[config.mk]
export PLATFORM = sky130hd
export DESIGN_NAME = opb_register_bank
export DESIGN_NICKNAME = d
export VERILOG_FILES = /design/src/rtl/opb_regbank_pkg.sv /design/src/rtl/opb_reg_cell.sv /design/src/rtl/opb_register_bank.sv
export SDC_FILE = /design/constraint.sdc
export NUM_CORES = 1
export LEC_CHECK = 0
export CORE_AREA = 2 2 346 348
export CTS_CLUSTER_SIZE = 12
export DETAILED_ROUTE_END_ITERATION = 7
export DIE_AREA = 0 0 348 350
export GPL_TIMING_DRIVEN = 1
export PLACE_DENSITY = 0.3
export SYNTH_ARGS = -nofsm -noshare
export SYNTH_HDL_FRONTEND = slang
export SYNTH_SLANG_ARGS = --single-unit
[constraint.sdc]
create_clock -name OPB_Clk -period 3.7 [get_ports OPB_Clk]
set_input_delay 0.74 -clock OPB_Clk [delete_from_list [all_inputs] [get_ports OPB_Clk]]
set_output_delay 0.74 -clock OPB_Clk [all_outputs]
set_load 0.1 [all_outputs]
[src/rtl/opb_regbank_pkg.sv]
// Shared definitions for the OPB register bank.
//   MODE_*        per-register behaviour codes (2 bits each in REG_MODE)
//   decode_t      result of an address decode: hit flag and word index
//   ack_state_t   two-state acknowledge FSM encoding
//   be_to_mask    expands a 4-bit byte-enable (bit 3 = most significant byte) into a 32-bit mask
//   decode_addr   decides whether an address falls on a register and which one
package opb_regbank_pkg;

   localparam logic [1:0] MODE_RW    = 2'b00;
   localparam logic [1:0] MODE_RO    = 2'b01;
   localparam logic [1:0] MODE_W1C   = 2'b10;
   localparam logic [1:0] MODE_PULSE = 2'b11;

   // Wide enough for the largest bank (64 registers).
   localparam int IDX_W = 6;

   typedef struct packed {
      logic             hit;
      logic [IDX_W-1:0] idx;
   } decode_t;

   typedef enum logic {
      ST_IDLE = 1'b0,
      ST_ACK  = 1'b1
   } ack_state_t;

   function automatic logic [31:0] be_to_mask(input logic [3:0] be);
      logic [31:0] mask;
      for (int b = 0; b < 4; b++) begin
         mask[8*b +: 8] = {8{be[b]}};
      end
      return mask;
   endfunction

   // The window is limited both by the register count and by the
   // configured high address, whichever is tighter.
   function automatic decode_t decode_addr(input logic [31:0] addr,
                                           input logic [31:0] base,
                                           input logic [31:0] high,
                                           input int unsigned num_regs);
      decode_t     d;
      logic [31:0] offset;
      logic [31:0] span;
      offset = addr - base;
      span   = num_regs << 2;
      d.hit  = (addr >= base) && (addr <= high) && (offset < span);
      d.idx  = IDX_W'(offset >> 2);
      return d;
   endfunction

endpackage

[src/rtl/opb_reg_cell.sv]
// One 32-bit software register.
//   clk, rst_n   clock and asynchronous active-low reset
//   wr_en        software write this cycle
//   wr_data      write data, bit 31 = most significant
//   wr_mask      per-bit write mask built from the byte enables
//   set          fabric set pulses (only meaningful in W1C mode)
//   q            current register value
// MODE selects RW / RO / W1C / PULSE behaviour; RESET_VAL is the value after reset.
module opb_reg_cell
   import opb_regbank_pkg::*;
#(
   parameter logic [1:0]  MODE      = MODE_RW,
   parameter logic [31:0] RESET_VAL = 32'h0
) (
   input  logic        clk,
   input  logic        rst_n,
   input  logic        wr_en,
   input  logic [31:0] wr_data,
   input  logic [31:0] wr_mask,
   input  logic [31:0] set,
   output logic [31:0] q
);

   logic [31:0] q_reg;
   logic [31:0] q_next;
   logic [31:0] replaced;

   // Some modes ignore some inputs; fold them here so every port is consumed.
   logic unused_inputs;
   assign unused_inputs = ^{wr_en, wr_data, wr_mask, set};

   always_comb begin
      replaced = (q_reg & ~wr_mask) | (wr_data & wr_mask);
      q_next   = q_reg;
      case (MODE)
         MODE_RW: begin
            if (wr_en) q_next = replaced;
         end
         MODE_RO: begin
            q_next = q_reg;
         end
         MODE_W1C: begin
            if (wr_en) q_next = q_reg & ~(wr_data & wr_mask);
            // Applied after the clear so a simultaneous set survives.
            q_next = q_next | set;
         end
         MODE_PULSE: begin
            // Holds the written value for exactly one cycle.
            q_next = wr_en ? replaced : RESET_VAL;
         end
         default: q_next = q_reg;
      endcase
   end

   always_ff @(posedge clk or negedge rst_n) begin
      if (!rst_n) q_reg <= RESET_VAL;
      else        q_reg <= q_next;
   end

   assign q = q_reg;

endmodule

[src/rtl/opb_register_bank.sv]
// OPB slave exposing NUM_REGS 32-bit software registers with per-register modes.
//   OPB_Clk, OPB_Rst_n         clock and asynchronous active-low reset
//   OPB_ABus/BE/DBus/RNW       OPB request (big-endian bit numbering, bit 0 = MSB)
//   OPB_select, OPB_seqAddr    transfer request; sequential hint is ignored
//   Sl_DBus, Sl_xferAck        read data and acknowledge, both valid one cycle after a hit
//   Sl_errAck/retry/toutSup    tied low
//   user_data_out              register contents, reg i at [32i+31:32i]
//   user_data_in               RO read sources, reg i at [32i+31:32i]
//   user_set                   W1C set pulses, reg i at [32i+31:32i]
//   user_wr_strobe             one-cycle pulse per register after a software write
module opb_register_bank
   import opb_regbank_pkg::*;
#(
   parameter logic [31:0]             C_BASEADDR   = 32'h01060000,
   parameter logic [31:0]             C_HIGHADDR   = 32'h010600FF,
   parameter int                      C_OPB_AWIDTH = 32,
   parameter int                      C_OPB_DWIDTH = 32,
   parameter int                      NUM_REGS     = 8,
   parameter logic [2*NUM_REGS-1:0]   REG_MODE     = '0,
   parameter logic [32*NUM_REGS-1:0]  REG_RESET    = '0
) (
   input  logic                      OPB_Clk,
   input  logic                      OPB_Rst_n,
   input  logic [0:C_OPB_AWIDTH-1]   OPB_ABus,
   input  logic [0:3]                OPB_BE,
   input  logic [0:C_OPB_DWIDTH-1]   OPB_DBus,
   input  logic                      OPB_RNW,
   input  logic                      OPB_select,
   input  logic                      OPB_seqAddr,
   output logic [0:C_OPB_DWIDTH-1]   Sl_DBus,
   output logic                      Sl_errAck,
   output logic                      Sl_retry,
   output logic                      Sl_toutSup,
   output logic                      Sl_xferAck,
   output logic [32*NUM_REGS-1:0]    user_data_out,
   input  logic [32*NUM_REGS-1:0]    user_data_in,
   input  logic [32*NUM_REGS-1:0]    user_set,
   output logic [NUM_REGS-1:0]       user_wr_strobe
);

   // Vector assignment is positional, so OPB bit 0 lands on bit 31 and
   // OPB_BE[0] lands on be[3] (the most significant byte).
   logic [31:0]   addr;
   logic [31:0]   wdata;
   logic [3:0]    be;
   logic [31:0]   wr_mask;
   decode_t       dec;
   logic          hit;
   logic          wr_hit;
   logic [31:0]   rd_data;
   logic [31:0]   reg_q [NUM_REGS];
   logic [NUM_REGS-1:0] cell_we;
   logic [NUM_REGS-1:0] strobe_next;

   ack_state_t          state_reg;
   logic                ack_reg;
   logic [31:0]         dbus_reg;
   logic [NUM_REGS-1:0] strobe_reg;

   logic unused_top;
   assign unused_top = ^{OPB_seqAddr, user_data_in};

   assign addr    = OPB_ABus;
   assign wdata   = OPB_DBus;
   assign be      = OPB_BE;
   assign wr_mask = be_to_mask(be);
   assign dec     = decode_addr(addr, C_BASEADDR, C_HIGHADDR, NUM_REGS);

   // No new hit while acknowledging, which forces a gap between acks.
   assign hit    = OPB_select && dec.hit && (state_reg == ST_IDLE);
   assign wr_hit = hit && !OPB_RNW;

   genvar gi;
   generate
      for (gi = 0; gi < NUM_REGS; gi++) begin : g_reg
         localparam logic [1:0] CELL_MODE = REG_MODE[2*gi +: 2];

         assign cell_we[gi]     = wr_hit && (dec.idx == IDX_W'(gi));
         assign strobe_next[gi] = cell_we[gi] && (CELL_MODE != MODE_RO);

         opb_reg_cell #(
            .MODE      (CELL_MODE),
            .RESET_VAL (REG_RESET[32*gi +: 32])
         ) u_cell (
            .clk     (OPB_Clk),
            .rst_n   (OPB_Rst_n),
            .wr_en   (cell_we[gi]),
            .wr_data (wdata),
            .wr_mask (wr_mask),
            .set     (user_set[32*gi +: 32]),
            .q       (reg_q[gi])
         );

         assign user_data_out[32*gi +: 32] = reg_q[gi];
      end
   endgenerate

   always_comb begin
      rd_data = '0;
      for (int i = 0; i < NUM_REGS; i++) begin
         if (dec.idx == IDX_W'(i)) begin
            rd_data = (REG_MODE[2*i +: 2] == MODE_RO) ? user_data_in[32*i +: 32] : reg_q[i];
         end
      end
   end

   always_ff @(posedge OPB_Clk or negedge OPB_Rst_n) begin
      if (!OPB_Rst_n) begin
         state_reg  <= ST_IDLE;
         ack_reg    <= 1'b0;
         dbus_reg   <= '0;
         strobe_reg <= '0;
      end else begin
         ack_reg    <= 1'b0;
         dbus_reg   <= '0;
         strobe_reg <= '0;
         case (state_reg)
            ST_IDLE: begin
               if (hit) begin
                  state_reg  <= ST_ACK;
                  ack_reg    <= 1'b1;
                  dbus_reg   <= OPB_RNW ? rd_data : '0;
                  strobe_reg <= strobe_next;
               end
            end
            ST_ACK:  state_reg <= ST_IDLE;
            default: state_reg <= ST_IDLE;
         endcase
      end
   end

   assign Sl_xferAck     = ack_reg;
   assign Sl_DBus        = dbus_reg;
   assign user_wr_strobe = strobe_reg;
   assign Sl_errAck      = 1'b0;
   assign Sl_retry       = 1'b0;
   assign Sl_toutSup     = 1'b0;

endmodule

After elaboration in Yosys (flattened, before gate mapping)
Cells that the tools add are included.
{"block": "word_totals", "register_bits": 298, "input_bits": 585, "elab_cells": 73, "output_inout_bits": 300}
{"block": "op_classes", "bitwise_logic": 19, "reduce_logical": 15, "n_mux": 16, "order_cmp": 3, "add_sub_neg": 1, "eq_ne": 7}
{"operator": "two-way mux 32 bit", "count": 11}
{"operator": "AND 32 bit", "count": 9}
{"operator": "OR 32 bit", "count": 8}
{"operator": ">= comparator 32 x 25 -> 1 bit, second input constant", "count": 1}
{"operator": "<= comparator 32 x 25 -> 1 bit, second input constant", "count": 1}
{"operator": "less-than comparator 32 x 6 -> 1 bit, second input constant", "count": 1}
{"operator": "inverter 32 bit", "count": 1}
{"operator": "subtractor 32 x 25 -> 32 bit, second input constant", "count": 1}
{"operator": "equality test 6 x 3 -> 1 bit, second input constant", "count": 4}
{"operator": "two-way mux 8 bit", "count": 2}
{"operator": "logical AND 1 bit", "count": 13}
{"operator": "equality test 6 x 2 -> 1 bit, second input constant", "count": 2}
{"operator": "equality test 6 x 1 -> 1 bit, second input constant", "count": 1}
{"operator": "zero test 6 bit", "count": 1}
{"operator": "two-way mux 1 bit", "count": 2}
{"operator": "one-hot mux 1 bit (2 select lines)", "count": 1}
{"operator": "zero test 1 bit", "count": 1}
{"operator": "inverter 1 bit", "count": 1}

Depth between registers and ports, before layout
Gate-level depths: netlist (run 1).
{"block": "logic_depth", "word_depth": 13, "mapped_depth": 8, "ltp_nobuf": 6}

Cells and area by module
A second synthesis (run 1) with hierarchy kept.
{"block": "unflattened", "cells_unflattened": 1188, "hier_area_um2": 15031.9}
{"module": "opb_reg_cell", "cells_each": 99, "instances": 8, "seq_area_each_um2": 800.8, "area_each_um2": 1427.6}
{"module": "opb_register_bank", "cells_each": 396, "instances": 1, "seq_area_each_um2": 1026.0, "area_each_um2": 3611.0}

Worst setup path after synthesis (run 1)
Ideal clock, no wire load.
{"block": "synth_timing", "path_kind": "in2reg", "startpoint": "in OPB_ABus[14] in the netlist's numbering", "endpoint": "reg with a tool-made name", "n_path_buf": 2, "required_time_ns": 3.574, "arrival_time_ns": 2.767, "setup_time_ns": 0.126, "cell_stages": 8, "slack_ns": 0.808, "cell_sequence": "ha_1 > nor4b_1 > nand3_1 > a211o_1 > clkbuf_1 > buf_2 > nor3_4 > mux2_2"}
{"item": "start: declaration", "line_no": "opb_register_bank.sv:24", "source": "input logic [0:C_OPB_AWIDTH-1] OPB_ABus,"}

==> key figures, run 1 <==
Clock network
  • Post-CTS setup buffers: 0
  • Clock Pin Slew Worst Setup and Hold Paths: roughly 0.05 ns
  • CTS sink count: 297
  • Maximum buffer depth of the clock tree: 3
  • Clk Latency, worst-skew pair: ~0.6 ns
  • Cts repair resizes: 0
  • TritonCTS clock tree: built
  • Inserted Clock Buffers: 43
  • Post-CTS Hold Fix Bufs: 0
  • CTS H-tree lvls: 2
  • Root buf cell: clkbuf_16

Drt
  • Via count: approximately 10k
  • WL per Instance: 24.4 µm
  • Vias per std cell: roughly 3.5
  • Post-DRT Antenna Nets: 0
  • Total detailed-routing wirelength: ~72 mm
  • Post-route DRC: 0
  • Drt initial violations: roughly 550
  • DRT Pass-1 Iters: 4

Timing
  • Slew headroom: 25.9%
  • RSZ-0062 raised after global routing: false
  • Final min period: roughly 3 ns
  • Final Cycle Share: 80.5%
  • Final Setup Violations: 0
  • Final Max Tran Viols: 0
  • Final Skew: 0.0170 ns
  • Final Hold Fails: 0
  • Worst Max-Slew Pin Slew: about 1.1 ns
  • Max Clock Freq: ~0.34 GHz

GRT
  • GRT overflow: 0
  • Maximum number of pins on one net before global-route repair: 71
  • Grt peak-use layer: met2
  • Routing usage on met2: about 18%
  • Met1 Usage GRT: between 15 and 20%
  • Met3 Use GR: 4.26%
  • Initial antenna violation count: 8
  • First-pass GRT wire length: 98.1 mm
  • Overall routing resource usage: 11.7%
  • Vias in the first global route: 11.2k

Cells and area
  • Layout cells sized above 1: 37.4%
  • Layout fillers: between 10k and 15k
  • P&R area growth vs syn: 58.6%
  • Post-Layout Inst Area: 0.0210 mm²
  • # nets final: 1985

Floorplanning
  • Die width: around 350 µm
  • Core area: 0.118 mm²
  • Die area: 0.122 mm²
  • Die height: around 350 µm
  • Ports: 885
  • Row count: ~130
  • Initial core utilization: 11.2%

Pwr
  • Sequential power share: a little over two fifths
  • Leakage Power: approximately 9 nW
  • Final Power: about 7.6 mW
  • Int Pwr: 5.79 mW
  • Pwr dens: 364 mW/mm²
  • Worst IR Drop VDD: approximately 0.27 mV
  • Switching Power: 1.86 mW
  • Clock share of power: 53.0%
  • Comb pwr share: under 10%
  • Switching part of the total: around a quarter

Synth
  • Number of flops mapped to enable cells by yosys: 0
  • Yosys top cell by area: dfrtp_1
  • Main synth FF type: dfrtp_1
  • Count leader, synth: dfrtp_1
  • Post-Syn Area: ~0.013 mm²
  • Mean area per synthesized cell: 13.8 µm²
  • Gate Count Post-Synth: between 900 and 1k
  • Number of synthesized register bits: about 300
  • Synth top area share: a little under three fifths
  • Sequential-to-total area share from yosys stat: 56.2%
  • Synth cell types: 46
  • Commonest cells post-synth: 297 x dfrtp_1, 270 x mux2_2, 50 x a21oi_1
  • Leading post-synthesis cells by cell area: dfrtp_1 56%, mux2_2 23%, nor3_4 3.9%
  • Async set-reset flop share out of synthesis: between 90% and 100%
  • Ys Warns: 0

Setup path
  • Worst-path maximum fanout: 12
  • CP startpoint kind: primary input
  • Critical path type: in2reg
  • Logic depth of the worst register-to-register path: 7
  • Worst path required time: 4.17 ns
  • Setup crit end kind: register
  • Data arrival, critical path: 3.44 ns

Flow run
  • Max-Cap Viols: 0

Placed design
  • Placed cell areas: approximately 0.020 mm²
  • Port buffer count: roughly 370
  • DP HPWL: 51.4 mm
  • RD Place Congestion: 0.734

Min path
  • Class of the worst hold path: in2async

Status
  • Status: completed
## metal layers
metal  up-vias  routed length, µm
li1       4517                  -
met1      5374              32600
met2       352              31800
met5         -                 27
met3        81               6050
met4         4               1800
## metrics by stage
step | worst slack [ns] | instances | hold slack (ns) | utilization [%] | setup TNS, ns
final | 0.722 | 2967 | 0.135 | 17.8 | 0
after global routing | 0.477 | 2964 | 0.156 | 17.8 | 0
after CTS | 0.648 | 2963 | 0.135 | 17.8 | 0
after detailed placement | 0.0269 | 2890 | 0.519 | 16.7 | 0
after global placement | -0.0481 | 2890 | 0.510 | 16.7 | -0.561
after floorplan | 0.808 | 959 | 0.444 | - | 0
## logic make-up after synthesis
logic type,count (synthesis),share of synthesized area (%)
XOR/XNOR,1,0.0662
flip-flops,297,56.2
AO/OA/AOI/OAI,181,9.14
AND/OR/NAND/NOR,132,8.22
other,1,0.0284
adder cells (fa/ha/maj),1,0.0946
buffers and inverters,55,1.76
multiplexers,289,24.5
## path summary, 6_finish.rpt
path,slack (ns),end,from
max,0.72,register,OPB_ABus[14]
min,0.13,Sl_DBus[1],OPB_Rst_n
max reg2reg,1.26,register,Sl_xferAck
min reg2reg,0.52,register,register
max in group asynchronous,2.58,asynchronous set/reset pin,OPB_Rst_n
min in group OPB_Clk,0.52,register,register
## area by class of cell
type / count / area (µm²) / area share (%)
Antenna cell: 4 / 10.0 / 0.0477
Tap cell: 1536 / 1920 / 9.16
Timing Repair Buffer: 449 / 4660 / 22.2
Inverter: 1 / 3.75 / 0.0179
Clock buffer: 64 / 1230 / 5.85
Clock inverter: 9 / 110 / 0.525
Multi-Input combinational cell: 607 / 5610 / 26.7
Sequential cell: 297 / 7430 / 35.4
## worst max-delay path: stages
cell and delay (ns):
clkdlybuf4s50_1 0.51, ha_1 0.35, nor4b_1 0.26, nand3_1 0.15, a211o_4 0.40, buf_12 0.22, nor3_4 0.26, buf_12 0.18
mux2_2 0.33
## cells in the final DEF (no fill, tap or decap), drive strengths merged, types with 2 or more instances in the layout
| cell | synthesis | routed |
|---|---|---|
| clkinv | 0 | 4 |
| clkbuf | 37 | 64 |
| a31o | 19 | 19 |
| dfrtp | 297 | 297 |
| buf | 17 | 145 |
| o2bb2ai | 12 | 12 |
| diode | 0 | 4 |
| or4 | 2 | 2 |
| clkdlybuf4s50 | 0 | 304 |
| conb | 1 | 3 |
| nor3b | 4 | 4 |
| nor2 | 3 | 3 |
| mux2 | 275 | 275 |
| clkinvlp | 0 | 3 |
| mux2i | 14 | 14 |
| nor4b | 5 | 5 |
| nand3 | 4 | 4 |
| a21oi | 50 | 50 |
| nand4 | 2 | 2 |
| bufinv | 0 | 2 |
| nor4 | 2 | 2 |
| nand2 | 35 | 35 |
| nand2b | 14 | 14 |
| a22oi | 38 | 38 |
| a22o | 12 | 12 |
| nor3 | 45 | 45 |
| and4 | 2 | 2 |
| nand4b | 6 | 6 |
| o21ai | 20 | 20 |
| o22ai | 25 | 25 |
## power by group through the flow
stage,registers (mW),clock network (mW),logic (mW)
floorplan,3.31,0,0.0790
global placement,3.31,0,0.348
detailed placement,3.31,0,0.351
CTS,3.25,4.24,0.353
global route,3.25,4.35,0.374
finish,3.25,4.05,0.340
No activity file was read; power rests on OpenSTA's default activity.
==> run 2: changes to the inputs <==
--- a/config.mk
+++ b/config.mk
@@ -5,12 +5,12 @@
 export SDC_FILE = /design/constraint.sdc
 export NUM_CORES = 1
 export LEC_CHECK = 0
-export CORE_AREA = 2 2 346 348
+export CORE_AREA = 2 2 344 346
 export CTS_CLUSTER_SIZE = 12
 export DETAILED_ROUTE_END_ITERATION = 7
-export DIE_AREA = 0 0 348 350
+export DIE_AREA = 0 0 346 348
 export GPL_TIMING_DRIVEN = 1
-export PLACE_DENSITY = 0.3
+export PLACE_DENSITY = 0.31
 export SYNTH_ARGS = -nofsm -noshare
 export SYNTH_HDL_FRONTEND = slang
 export SYNTH_SLANG_ARGS = --single-unit
==> constraint.sdc (replaced) <==
create_clock -name OPB_Clk -period 2.7 [get_ports OPB_Clk]
set_input_delay 0.54 -clock OPB_Clk [delete_from_list [all_inputs] [get_ports OPB_Clk]]
set_output_delay 0.54 -clock OPB_Clk [all_outputs]
set_load 0.1 [all_outputs]
==> run 2 against run 1 <==
Against the previous run: clock power up 36%; global-route usage down 0.18 points; hold slack better by 0.33 ns; clock-buffer cell count down 2; sequential power up 37%; register-to-register slack worse by 0.91 ns; combinational power up 44%; non-clock buffer count up 47.
==> key figures, run 2 (synthesis results as in run 1) <==
Status
  • Status: completed (unchanged)

Drt
  • Post-DRT Antenna Nets: 0 (unchanged)
  • Total detailed-routing wirelength: 70.9 mm (was 72.4 mm)
  • DRT Pass-1 Iters: 5 (was 4)
  • WL per Instance: 23.6 µm (was 24.4 µm)
  • Vias per std cell: 3.46 (was 3.48)
  • Via count: 10.4k (was 10.3k)
  • Post-route DRC: 0 (unchanged)
  • Drt initial violations: 522 (was 546)

Cells and area
  • P&R area growth vs syn: 58.0% (was 58.6%)
  • Most common cell after layout, fill and taps aside: buf_4 (was clkdlybuf4s50_1)
  • Area occupied by multi-input gates: 0.00561 mm² (unchanged)
  • Layout fillers: 12.9k (was 12.8k)
  • Layout cells sized above 1: 55.8% (was 37.4%)
  • # nets final: 2031 (was 1985)
  • Commonest cells after routing, fill and taps aside: 372 x buf_4, 296 x dfrtp_1, 270 x mux2_2, 67 x clkdlybuf4s50_1, 55 x buf_12 (was 304 x clkdlybuf4s50_1, 297 x dfrtp_1, 270 x mux2_2, 102 x buf_4, 50 x a21oi_1)
  • Antenna Cells: 0 (was 4)
  • Reg area: 0.00743 mm² (about the same)
  • Utilization after layout: 17.9% (was 17.8%)

Clock network
  • Clk Latency, worst-skew pair: 0.59 ns (was 0.60 ns)
  • Inserted Clock Buffers: 42 (was 43)
  • TritonCTS clock tree: built (unchanged)
  • Maximum buffer depth of the clock tree: 3 (unchanged)
  • Root buf cell: clkbuf_16 (unchanged)
  • CTS sink count: 297 (unchanged)
  • CTS H-tree lvls: 2 (unchanged)
  • Cts repair resizes: 0 (unchanged)
  • Post-CTS Hold Fix Bufs: 1 (was 0)
  • Post-CTS setup buffers: 0 (unchanged)
  • Clock Pin Slew Worst Setup and Hold Paths: 0.06 ns (was 0.05 ns)

GRT
  • Maximum number of pins on one net before global-route repair: 55 (was 71)
  • Initial antenna violation count: 7 (was 8)
  • GRT overflow: 0 (unchanged)
  • First-pass GRT wire length: 95.8 mm (was 98.1 mm)
  • Overall routing resource usage: 11.5% (was 11.7%)
  • Vias in the first global route: 11.0k (was 11.2k)

Timing
  • Final Setup Violations: 0 (unchanged)
  • RSZ-0062 raised after global routing: false (unchanged)
  • Worst Max-Slew Pin Slew: 0.547 ns (was 1.11 ns)
  • Slew headroom: 63.2% (was 25.9%)
  • Max Clock Freq: 0.387 GHz
  • Post-route setup slack: 0.115 ns (was 0.722 ns)
  • WHS: 0.467 ns (was 0.135 ns)
  • Final Hold Fails: 0 (unchanged)
  • Final Cycle Share: approximately 96%
  • Final Skew: 0.0234 ns (was 0.0170 ns)
  • Final Max Tran Viols: 0 (unchanged)
  • Final min period: between 2 and 3 ns

Setup path
  • Worst path cell trace: clkdlybuf4s50_1, ha_1, nor4b_1, nand3_1, a211o_4, buf_12, nor3_4, buf_12, mux2_2 (unchanged)
  • Critical path type: in2reg (unchanged)
  • Worst path required time: 3.15 ns (was 4.17 ns)
  • Logic depth of the worst register-to-register path: 7 (unchanged)
  • CP most frequent cell: buf_12 (unchanged)
  • Data arrival, critical path: 3.04 ns (was 3.44 ns)
  • Worst-path maximum fanout: 16 (was 12)
  • Setup crit end kind: register (unchanged)
  • CP startpoint kind: primary input (unchanged)
  • Slowest stage cell on the critical path: clkdlybuf4s50_1 (unchanged)
  • CP max stage delay: 0.43 ns (was 0.51 ns)

Pwr
  • Worst IR Drop VDD: 0.360 mV (was 0.266 mV)
  • Final Power: 10.5 mW (was 7.65 mW)
  • Pwr dens: 500 mW/mm² (was 364 mW/mm²)
  • Leakage Power: 9.95 nW (was 9.16 nW)

Placed design
  • RD Place Congestion: 0.771 (was 0.734)
  • Setup WS pre-CTS: -0.503 ns (was 0.0269 ns)
  • Port buffer count: 366 (unchanged)
  • DP HPWL: 51.9 mm (was 51.4 mm)

Floorplanning
  • Die height: 348 µm (was 350 µm)
  • Row count: 126 (unchanged)
  • Die width: 346 µm (was 348 µm)
  • Core area: 0.117 mm² (was 0.118 mm²)
  • Die area: 0.120 mm² (was 0.122 mm²)
  • Initial core utilization: 11.3% (was 11.2%)
  • Ports: 885 (unchanged)

Min path
  • Class of the worst hold path: in2async (unchanged)

Flow run
  • Max-Cap Viols: 0 (unchanged)
-- run 2: metrics by stage --
| stage | setup TNS (ns) | cells | instance area, µm² |
|---|---|---|---|
| after CTS | 0 | 3009 | 20900 |
| after global placement | -128.63 | 2936 | 19500 |
| after global routing | 0 | 3009 | 20900 |
| after detailed placement | -125.26 | 2936 | 19500 |
| final | 0 | 3009 | 20900 |
| after floorplan | 0 | 959 | 13200 |
-- run 2: critical path: cells and delay by family --
family,cells,cell delay (ns)
AO/OA/AOI/OAI,1,0.35
adder cells (fa/ha/maj),1,0.32
buffers and inverters,3,0.81
multiplexers,1,0.35
AND/OR/NAND/NOR,3,0.63
-- run 2: final cells by class --
| type | instances | area share (%) |
|---|---|---|
| Multi-Input combinational cell | 607 | 26.8 |
| Inverter | 1 | 0.0180 |
| Sequential cell | 297 | 35.6 |
| Clock inverter | 10 | 0.581 |
| Clock buffer | 62 | 5.82 |
| Tap cell | 1536 | 9.20 |
| Timing Repair Buffer | 496 | 22.0 |
-- run 2: final timing paths --
kind	startpoint	to	slack (ns)
setup / recovery	OPB_ABus[14]	register	0.12
hold / removal	OPB_Rst_n	asynchronous set/reset pin	0.47
setup reg to reg	Sl_xferAck	register	0.35
hold reg to reg	register	register	0.53
max in group asynchronous	OPB_Rst_n	asynchronous set/reset pin	1.43
min in group OPB_Clk	OPB_ABus[29]	user_wr_strobe[3]	0.49
-- run 2: report_power, final --
group          total (mW)   switching [mW]  leakage, nW  internal, mW
registers            4.45  0.0000000000975         4.15          4.45
clock network        5.51             2.21        0.654          3.29
logic               0.491            0.306         5.14         0.185
total                10.5             2.52         9.95          7.93
-- run 2: layer usage --
metal  vias to the layer above  wire (µm)  global-route usage, %
met4                         4       2100                   4.09
met3                        86       5880                   4.10
li1                       4576          -                      -
met5                         -         18                      0
met1                      5373      31400                   14.8
met2                       358      31500                   17.7
